`config.mk`:
```
export PLATFORM = sky130hd
export DESIGN_NAME = ram_arbiter_flat
export DESIGN_NICKNAME = d
export VERILOG_FILES = /design/src/rtl/ram_arb_pkg.sv /design/src/rtl/ram_arbiter_if.sv /design/src/rtl/ram_arb_pick.sv /design/src/rtl/ram_arbiter.sv /design/src/flat_wrapper.sv
export SDC_FILE = /design/constraint.sdc
export NUM_CORES = 1
export LEC_CHECK = 0
export ABC_AREA = 1
export BUFFER_PORTS_ARGS = -buffer_cell sky130_fd_sc_hd__buf_2
export CAP_MARGIN = 25
export CORE_UTILIZATION = 50
export CTS_BUF_LIST = sky130_fd_sc_hd__clkbuf_4 sky130_fd_sc_hd__clkbuf_8
export CTS_CLUSTER_DIAMETER = 80
export DETAILED_ROUTE_END_ITERATION = 10
export HOLD_SLACK_MARGIN = 0.15
export PLACE_DENSITY = 0.82
export SLEW_MARGIN = 20
export SYNTH_ARGS = -nofsm -noshare
export SYNTH_HDL_FRONTEND = slang
export SYNTH_HIERARCHICAL = 1
export SYNTH_SLANG_ARGS = --single-unit
```
`constraint.sdc`:
```
create_clock -name clk -period 1.8 [get_ports clk]
set_clock_uncertainty 0.2 [all_clocks]
set_input_delay 0.36 -clock clk [delete_from_list [all_inputs] [get_ports clk]]
set_output_delay 0.36 -clock clk [all_outputs]
set_load 0.01 [all_outputs]
```
`src/rtl/ram_arb_pkg.sv`:
```
// Shared types and constants for the two-requester RAM arbiter.
// Holds the FSM state encoding, owner codes and default bus widths.
package ram_arb_pkg;

   localparam int DEF_ADDR_W = 4;
   localparam int DEF_DATA_W = 8;

   localparam logic OWN_CPU = 1'b0;
   localparam logic OWN_LD  = 1'b1;

   typedef enum logic [1:0] {
      IDLE  = 2'd0,
      ISSUE = 2'd1,
      RESP  = 2'd2
   } state_t;

endpackage

```
`src/rtl/ram_arbiter_if.sv`:
```
// Bundle of the CPU port, loader port and RAM macro port around the arbiter.
// slave = arbiter side, master = requesters plus RAM model side.
interface ram_arbiter_if
   import ram_arb_pkg::*;
#(
   parameter int ADDR_W = DEF_ADDR_W,
   parameter int DATA_W = DEF_DATA_W
);

   logic              cpu_req;
   logic              cpu_we;
   logic [ADDR_W-1:0] cpu_addr;
   logic [DATA_W-1:0] cpu_wdata;
   logic              cpu_gnt;
   logic              cpu_rvalid;
   logic [DATA_W-1:0] cpu_rdata;

   logic              ld_req;
   logic              ld_we;
   logic [ADDR_W-1:0] ld_addr;
   logic [DATA_W-1:0] ld_wdata;
   logic              ld_gnt;
   logic              ld_rvalid;
   logic [DATA_W-1:0] ld_rdata;

   logic              ram_en;
   logic              ram_we;
   logic [ADDR_W-1:0] ram_addr;
   logic [DATA_W-1:0] ram_wdata;
   logic [DATA_W-1:0] ram_rdata;

   logic              busy;

   modport slave (
      input  cpu_req, cpu_we, cpu_addr, cpu_wdata,
      output cpu_gnt, cpu_rvalid, cpu_rdata,
      input  ld_req, ld_we, ld_addr, ld_wdata,
      output ld_gnt, ld_rvalid, ld_rdata,
      output ram_en, ram_we, ram_addr, ram_wdata,
      input  ram_rdata,
      output busy
   );

   modport master (
      output cpu_req, cpu_we, cpu_addr, cpu_wdata,
      input  cpu_gnt, cpu_rvalid, cpu_rdata,
      output ld_req, ld_we, ld_addr, ld_wdata,
      input  ld_gnt, ld_rvalid, ld_rdata,
      input  ram_en, ram_we, ram_addr, ram_wdata,
      output ram_rdata,
      input  busy
   );

endinterface

```
`src/rtl/ram_arb_pick.sv`:
```
// Winner select for the RAM arbiter: CPU by default, loader when the CPU is idle
// or after STARVE_LIM consecutive CPU grants taken while the loader waited.
module ram_arb_pick
   import ram_arb_pkg::*;
#(
   parameter int STARVE_LIM = 3
) (
   input  logic clk,
   input  logic res,
   input  logic i_cpu_req,
   input  logic i_ld_req,
   input  logic i_idle,
   input  logic i_gnt,
   output logic o_owner
);

   localparam logic [3:0] LIM = 4'(STARVE_LIM);

   logic [3:0] r_starve_cnt;
   logic       w_ld_wins;

   assign w_ld_wins = i_ld_req && (!i_cpu_req || (r_starve_cnt >= LIM));
   assign o_owner   = w_ld_wins ? OWN_LD : OWN_CPU;

   // A loader win or an idle cycle without a pending loader request ends the starvation run.
   always_ff @(posedge clk) begin
      if (!res) begin
         r_starve_cnt <= 4'd0;
      end else if (i_gnt && w_ld_wins) begin
         r_starve_cnt <= 4'd0;
      end else if (i_idle && !i_ld_req) begin
         r_starve_cnt <= 4'd0;
      end else if (i_gnt && i_ld_req && (r_starve_cnt != 4'hF)) begin
         r_starve_cnt <= r_starve_cnt + 4'd1;
      end
   end

endmodule

```
`src/rtl/ram_arbiter.sv`:
```
// Serialises CPU and loader accesses onto the single-port program/data RAM.
// IDLE arbitrates, ISSUE strobes the RAM, RESP returns read data to the owner.
module ram_arbiter
   import ram_arb_pkg::*;
#(
   parameter int ADDR_W     = DEF_ADDR_W,
   parameter int DATA_W     = DEF_DATA_W,
   parameter int STARVE_LIM = 3
) (
   input  logic          clk,
   input  logic          res,
   ram_arbiter_if.slave  bus
);

   state_t            r_state;
   logic              r_owner;
   logic              r_cpu_gnt;
   logic              r_ld_gnt;
   logic              r_cpu_rvalid;
   logic              r_ld_rvalid;
   logic [DATA_W-1:0] r_cpu_rdata;
   logic [DATA_W-1:0] r_ld_rdata;
   logic              r_ram_en;
   logic              r_ram_we;
   logic [ADDR_W-1:0] r_ram_addr;
   logic [DATA_W-1:0] r_ram_wdata;
   logic              r_busy;

   logic w_idle;
   logic w_gnt_evt;
   logic w_owner;

   assign w_idle    = (r_state == IDLE);
   assign w_gnt_evt = w_idle && (bus.cpu_req || bus.ld_req);

   ram_arb_pick #(
      .STARVE_LIM (STARVE_LIM)
   ) u_pick (
      .clk       (clk),
      .res       (res),
      .i_cpu_req (bus.cpu_req),
      .i_ld_req  (bus.ld_req),
      .i_idle    (w_idle),
      .i_gnt     (w_gnt_evt),
      .o_owner   (w_owner)
   );

   // The ram_* registers double as the request latches; ram_we is kept until ISSUE decides write vs read.
   always_ff @(posedge clk) begin
      if (!res) begin
         r_state      <= IDLE;
         r_owner      <= OWN_CPU;
         r_cpu_gnt    <= 1'b0;
         r_ld_gnt     <= 1'b0;
         r_cpu_rvalid <= 1'b0;
         r_ld_rvalid  <= 1'b0;
         r_cpu_rdata  <= '0;
         r_ld_rdata   <= '0;
         r_ram_en     <= 1'b0;
         r_ram_we     <= 1'b0;
         r_ram_addr   <= '0;
         r_ram_wdata  <= '0;
         r_busy       <= 1'b0;
      end else begin
         r_cpu_gnt    <= 1'b0;
         r_ld_gnt     <= 1'b0;
         r_cpu_rvalid <= 1'b0;
         r_ld_rvalid  <= 1'b0;
         r_ram_en     <= 1'b0;
         case (r_state)
            IDLE: begin
               if (w_gnt_evt) begin
                  r_owner     <= w_owner;
                  r_ram_en    <= 1'b1;
                  r_ram_we    <= (w_owner == OWN_LD) ? bus.ld_we    : bus.cpu_we;
                  r_ram_addr  <= (w_owner == OWN_LD) ? bus.ld_addr  : bus.cpu_addr;
                  r_ram_wdata <= (w_owner == OWN_LD) ? bus.ld_wdata : bus.cpu_wdata;
                  r_cpu_gnt   <= (w_owner == OWN_CPU);
                  r_ld_gnt    <= (w_owner == OWN_LD);
                  r_busy      <= 1'b1;
                  r_state     <= ISSUE;
               end
            end
            ISSUE: begin
               r_ram_we <= 1'b0;
               if (r_ram_we) begin
                  r_busy  <= 1'b0;
                  r_state <= IDLE;
               end else begin
                  r_state <= RESP;
               end
            end
            RESP: begin
               if (r_owner == OWN_LD) begin
                  r_ld_rdata  <= bus.ram_rdata;
                  r_ld_rvalid <= 1'b1;
               end else begin
                  r_cpu_rdata  <= bus.ram_rdata;
                  r_cpu_rvalid <= 1'b1;
               end
               r_busy  <= 1'b0;
               r_state <= IDLE;
            end
            default: begin
               r_busy  <= 1'b0;
               r_state <= IDLE;
            end
         endcase
      end
   end

   assign bus.cpu_gnt    = r_cpu_gnt;
   assign bus.ld_gnt     = r_ld_gnt;
   assign bus.cpu_rvalid = r_cpu_rvalid;
   assign bus.ld_rvalid  = r_ld_rvalid;
   assign bus.cpu_rdata  = r_cpu_rdata;
   assign bus.ld_rdata   = r_ld_rdata;
   assign bus.ram_en     = r_ram_en;
   assign bus.ram_we     = r_ram_we;
   assign bus.ram_addr   = r_ram_addr;
   assign bus.ram_wdata  = r_ram_wdata;
   assign bus.busy       = r_busy;

endmodule
```
`src/flat_wrapper.sv`:
```
// flat-port wrapper written by rule: the top's interface ports become plain ports
module ram_arbiter_flat import ram_arb_pkg::*;
#(
   parameter int ADDR_W     = DEF_ADDR_W,
   parameter int DATA_W     = DEF_DATA_W,
   parameter int STARVE_LIM = 3
)
  (clk, res, bus_cpu_req, bus_cpu_we, bus_cpu_addr, bus_cpu_wdata, bus_cpu_gnt, bus_cpu_rvalid, bus_cpu_rdata, bus_ld_req, bus_ld_we, bus_ld_addr, bus_ld_wdata, bus_ld_gnt, bus_ld_rvalid, bus_ld_rdata, bus_ram_en, bus_ram_we, bus_ram_addr, bus_ram_wdata, bus_ram_rdata, bus_busy);
  ram_arbiter_if #(.ADDR_W(ADDR_W), .DATA_W(DATA_W)) bus_i ();
  input  logic clk;
  input  logic res;
  input wire logic [$bits(bus_i.cpu_req)-1:0] bus_cpu_req;
  input wire logic [$bits(bus_i.cpu_we)-1:0] bus_cpu_we;
  input wire logic [$bits(bus_i.cpu_addr)-1:0] bus_cpu_addr;
  input wire logic [$bits(bus_i.cpu_wdata)-1:0] bus_cpu_wdata;
  output wire logic [$bits(bus_i.cpu_gnt)-1:0] bus_cpu_gnt;
  output wire logic [$bits(bus_i.cpu_rvalid)-1:0] bus_cpu_rvalid;
  output wire logic [$bits(bus_i.cpu_rdata)-1:0] bus_cpu_rdata;
  input wire logic [$bits(bus_i.ld_req)-1:0] bus_ld_req;
  input wire logic [$bits(bus_i.ld_we)-1:0] bus_ld_we;
  input wire logic [$bits(bus_i.ld_addr)-1:0] bus_ld_addr;
  input wire logic [$bits(bus_i.ld_wdata)-1:0] bus_ld_wdata;
  output wire logic [$bits(bus_i.ld_gnt)-1:0] bus_ld_gnt;
  output wire logic [$bits(bus_i.ld_rvalid)-1:0] bus_ld_rvalid;
  output wire logic [$bits(bus_i.ld_rdata)-1:0] bus_ld_rdata;
  output wire logic [$bits(bus_i.ram_en)-1:0] bus_ram_en;
  output wire logic [$bits(bus_i.ram_we)-1:0] bus_ram_we;
  output wire logic [$bits(bus_i.ram_addr)-1:0] bus_ram_addr;
  output wire logic [$bits(bus_i.ram_wdata)-1:0] bus_ram_wdata;
  input wire logic [$bits(bus_i.ram_rdata)-1:0] bus_ram_rdata;
  output wire logic [$bits(bus_i.busy)-1:0] bus_busy;
  assign bus_i.cpu_req = bus_cpu_req;
  assign bus_i.cpu_we = bus_cpu_we;
  assign bus_i.cpu_addr = bus_cpu_addr;
  assign bus_i.cpu_wdata = bus_cpu_wdata;
  assign bus_cpu_gnt = bus_i.cpu_gnt;
  assign bus_cpu_rvalid = bus_i.cpu_rvalid;
  assign bus_cpu_rdata = bus_i.cpu_rdata;
  assign bus_i.ld_req = bus_ld_req;
  assign bus_i.ld_we = bus_ld_we;
  assign bus_i.ld_addr = bus_ld_addr;
  assign bus_i.ld_wdata = bus_ld_wdata;
  assign bus_ld_gnt = bus_i.ld_gnt;
  assign bus_ld_rvalid = bus_i.ld_rvalid;
  assign bus_ld_rdata = bus_i.ld_rdata;
  assign bus_ram_en = bus_i.ram_en;
  assign bus_ram_we = bus_i.ram_we;
  assign bus_ram_addr = bus_i.ram_addr;
  assign bus_ram_wdata = bus_i.ram_wdata;
  assign bus_i.ram_rdata = bus_ram_rdata;
  assign bus_busy = bus_i.busy;
  ram_arbiter #(.ADDR_W(ADDR_W), .DATA_W(DATA_W), .STARVE_LIM(STARVE_LIM)) u_core (.clk(clk), .res(res), .bus(bus_i));
endmodule
```
==> run_summary.xml <==
<?xml version="1.0" encoding="UTF-8"?>
<metrics>
  <group name="run_status">
    <metric name="status" unit="">finished, final reports clean</metric>
  </group>
  <group name="final_layout">
    <metric name="layout.cells.most_common" unit="">sky130_fd_sc_hd__nand2_1</metric>
    <metric name="final_layout_size_suffix_gt1_share" unit="%">37.69</metric>
    <metric name="antenna_cells_inserted" unit="">0</metric>
    <metric name="synthToLayoutAreaGrowth" unit="%">31.51</metric>
    <metric name="nets" unit="">375</metric>
    <metric name="final_cell_mix" unit="">sky130_fd_sc_hd__nand2_1 (91), sky130_fd_sc_hd__buf_2 (72), sky130_fd_sc_hd__dfxtp_1 (42)</metric>
  </group>
  <group name="clock_tree">
    <metric name="clkTransAtPathRegs" unit="ns">0.08</metric>
    <metric name="tritoncts_clock_tree" unit="">built</metric>
    <metric name="clock_sink_count" unit="">42</metric>
    <metric name="cts_made_buffers" unit="">5</metric>
    <metric name="cts_root_buffer" unit="">sky130_fd_sc_hd__clkbuf_8</metric>
    <metric name="clock_tree.htree_level_count" unit="">2</metric>
    <metric name="insertion_delay" unit="ns">0.29</metric>
    <metric name="max-clock-path-buffers" unit="">2</metric>
  </group>
  <group name="power_and_ir_drop">
    <metric name="power.density" unit="nW/um^2">804.2</metric>
    <metric name="net-switching-power" unit="uW">565.2</metric>
    <metric name="total_leakage_power" unit="nW">1.229</metric>
    <metric name="report.power.total" unit="mW">2.007</metric>
    <metric name="pwr-share-comb" unit="%">18.7</metric>
    <metric name="seq_power_share" unit="%">50.1</metric>
    <metric name="clkPwrFrac" unit="%">31.2</metric>
    <metric name="cellInternalPower" unit="mW">1.442</metric>
    <metric name="ir_drop" unit="V">0.0005128</metric>
    <metric name="switching_share" unit="%">28.16</metric>
  </group>
  <group name="sta">
    <metric name="drv_slew" unit="">0</metric>
    <metric name="max_slew_margin" unit="%">76.71</metric>
    <metric name="hold_viol_final" unit="">0</metric>
    <metric name="layout_worst_path_cycle_share" unit="%">93.89</metric>
    <metric name="final_critical_path_setup_slack" unit="ns">0.1100</metric>
    <metric name="final-setup-viol-count" unit="">0</metric>
    <metric name="worstMarginPinSlew" unit="ns">0.3481</metric>
    <metric name="max_freq" unit="GHz">0.5917</metric>
    <metric name="final_period_minus_worst_setup_slack" unit="ns">1.690</metric>
  </group>
  <group name="drt">
    <metric name="number_of_vias_per_cell_after_detailed_routing" unit="">4.813</metric>
    <metric name="first_pass_iters" unit="">4</metric>
    <metric name="drt-total-wl" unit="mm">4.313</metric>
    <metric name="avgRoutedWirePerCell" unit="um">11.20</metric>
    <metric name="antenna_violating_nets_post_route" unit="">0</metric>
    <metric name="remaining_drc_errors" unit="">0</metric>
    <metric name="drt_iter0_drc" unit="">80</metric>
    <metric name="via_count" unit="">1853</metric>
  </group>
  <group name="worst_setup_path">
    <metric name="critical_path.endpoint_type" unit="">register</metric>
    <metric name="data_arrival_time_at_the_worst_slack_endpoint" unit="ns">1.72</metric>
    <metric name="critical_path.top_delay_family" unit="">simple AND/OR/NAND/NOR gates</metric>
    <metric name="cp_common_cell" unit="">sky130_fd_sc_hd__nand2_1</metric>
    <metric name="worstSetupStartpointType" unit="">register</metric>
    <metric name="critical_path.cell_chain" unit="">ha_1, nor2_1, a21oi_4, inv_4, nand2_1, nand2_1, nand2_4, a21oi_2</metric>
    <metric name="worst-setup-path-type" unit="">reg2reg</metric>
    <metric name="critical_path.slowest_cell" unit="">sky130_fd_sc_hd__dfxtp_1</metric>
    <metric name="critPathMaxFanout" unit="">14</metric>
    <metric name="cpPeakStageDelay" unit="ns">0.33</metric>
    <metric name="path_buf_inv" unit="">1</metric>
    <metric name="cp_data_required_time" unit="ns">1.83</metric>
  </group>
  <group name="die">
    <metric name="die_width" unit="um">63.61</metric>
    <metric name="placement_rows" unit="">22</metric>
    <metric name="io_pins" unit="">73</metric>
    <metric name="dieHeight" unit="um">63.61</metric>
    <metric name="die_area" unit="sq um">4046</metric>
    <metric name="initial_core_util" unit="%">51.85</metric>
    <metric name="core_region_area" unit="sq um">3661</metric>
  </group>
  <group name="placed_design">
    <metric name="final_gp_congestion" unit="">0.8467</metric>
    <metric name="preCtsSetupSlack" unit="ns">-0.1003</metric>
    <metric name="port_buffers" unit="">72</metric>
    <metric name="dpl.hpwl" unit="mm">3.001</metric>
  </group>
  <group name="synth">
    <metric name="combinational_family_with_the_most_area_after_synthesis" unit="">simple AND/OR/NAND/NOR gates</metric>
    <metric name="postSynthRegisterBits" unit="">42</metric>
    <metric name="syn_area" unit="sq um">1898</metric>
    <metric name="syn-instance-count" unit="">249</metric>
    <metric name="synth-adder-area-share" unit="%">0.6592</metric>
    <metric name="syn_nets" unit="">288</metric>
    <metric name="simple_gate_share_of_the_synthesized_area" unit="%">34.74</metric>
    <metric name="yosysSeqAreaShare" unit="%">44.30</metric>
    <metric name="ys.warnings.count" unit="">6</metric>
    <metric name="ys_types" unit="">29</metric>
    <metric name="synth_xor_xnor_area_share" unit="%">0</metric>
    <metric name="synth_mux_area_share" unit="%">0</metric>
    <metric name="syn_avg_cell_area" unit="sq um">7.623</metric>
    <metric name="synth-compound-area-share" unit="%">11.47</metric>
  </group>
  <group name="global_route">
    <metric name="first_global_vias" unit="">1660</metric>
    <metric name="grt_use_total" unit="%">22.80</metric>
    <metric name="grt_max_degree" unit="">16</metric>
    <metric name="grt_first_pass_wirelength" unit="mm">7.134</metric>
    <metric name="antenna_violations_before_repair" unit="">0</metric>
    <metric name="global_route.overflow_total" unit="">0</metric>
  </group>
  <group name="flow_run">
    <metric name="cap_violations" unit="">0</metric>
  </group>
  <group name="worst_hold_path">
    <metric name="hold_path.class" unit="">in2reg</metric>
  </group>
</metrics>
## state kept, by name, indices dropped and copies added, names as in the netlist, 2 cells and up
name / flops
u_core/bus.cpu_rdata: 8
u_core/bus.ld_rdata: 8
u_core/bus.ram_addr: 4
u_core/bus.ram_wdata: 8
u_core/r_state: 2
u_core/u_pick/r_starve_cnt: 4
## tightest hold or removal path: stages
cell,delay [ns]
sky130_fd_sc_hd__buf_2,0.10
sky130_fd_sc_hd__nand4_1,0.09
sky130_fd_sc_hd__a21oi_1,0.06
## metal layers
metal | GRT usage [%] | part of all wire (%)
met1 | 26.25 | 40
met4 | 12.78 | 2.4
met3 | 6.341 | 5.5
met2 | 37.63 | 52
met5 | 0 | 0
## power groups by stage
| stage | logic (mW) | clock network, mW | registers, mW |
|---|---|---|---|
| final | 0.375 | 0.627 | 1.01 |
| after global routing | 0.416 | 0.685 | 1.01 |
| after CTS | 0.373 | 0.649 | 1.01 |
| after detailed placement | 0.357 | 0 | 1.03 |
| after global placement | 0.353 | 0 | 1.03 |
| after floorplan | 0.231 | 0 | 1.05 |
## synthesized netlist by cell type, drive strengths merged
cell    instances  area, sq um
nand2         105        439.2
nor2           18        91.34
clkbuf          4        26.27
dfxtp          42        840.8
buf             7        67.56
nand4           8        50.05
a21oi          31        188.9
ha              1        12.51
a21boi          1        18.77
nor3            1        5.000
nand3           9        67.57
inv            19        73.83
nor4            1        6.260
o21ai           2        10.00
## logic make-up (layout without fill, tap and decap cells)
kind of cell    Yosys count  after routing
buf+inv                  30            118
compound gates           34             34
flops                    42             42
simple gates            142            142
fa+ha+maj                 1              1
## cell type report
cell class / instances / area, sq um
clock buffer: 6 / 82.58
clock inverter: 2 / 12.51
fill: 317 / 1165
inverter: 19 / 76.32
multi-input combinational: 177 / 900.9
sequential: 42 / 840.8
tap: 48 / 60.06
timing repair buffer: 91 / 523.0
## metrics by stage
stage	hold slack (ns)	area [sq um]	cells	setup TNS (ns)	utilization (%)
2_1_floorplan	0.2815	1898	249	0	-
6_report	0.1680	2496	385	0	68.18
3_5_place_dp	0.2541	2307	369	-0.9289	63.02
3_3_place_gp	0.2461	2307	369	-0.3693	63.02
4_1_cts	0.1514	2486	385	0	67.91
5_1_grt	0.1515	2496	385	-0.1864	68.18
## final timing paths
| check | cells after the start | start | slack (ns) | endpoint |
|---|---|---|---|---|
| min reg2reg | 2 | u_core/bus.cpu_rdata[7] | 0.26 | u_core/bus.cpu_rdata[7] |
| max | 8 | u_core/u_pick/r_starve_cnt[1] | 0.11 | u_core/bus.ram_wdata[3] |
| max reg2reg | 8 | u_core/u_pick/r_starve_cnt[1] | 0.11 | u_core/bus.ram_wdata[3] |
| min | 3 | bus_ram_rdata[7] | 0.17 | u_core/bus.cpu_rdata[7] |
## what timing repair did
item                                   CTS  global route
pin swaps                                0             1
setup buffers                            0             0
endpoints found under the hold margin   11             0
gates resized for setup                  1             2
setup endpoints to repair               12            12
hold buffers                             8             0
(Power assumes the default switching activity.)
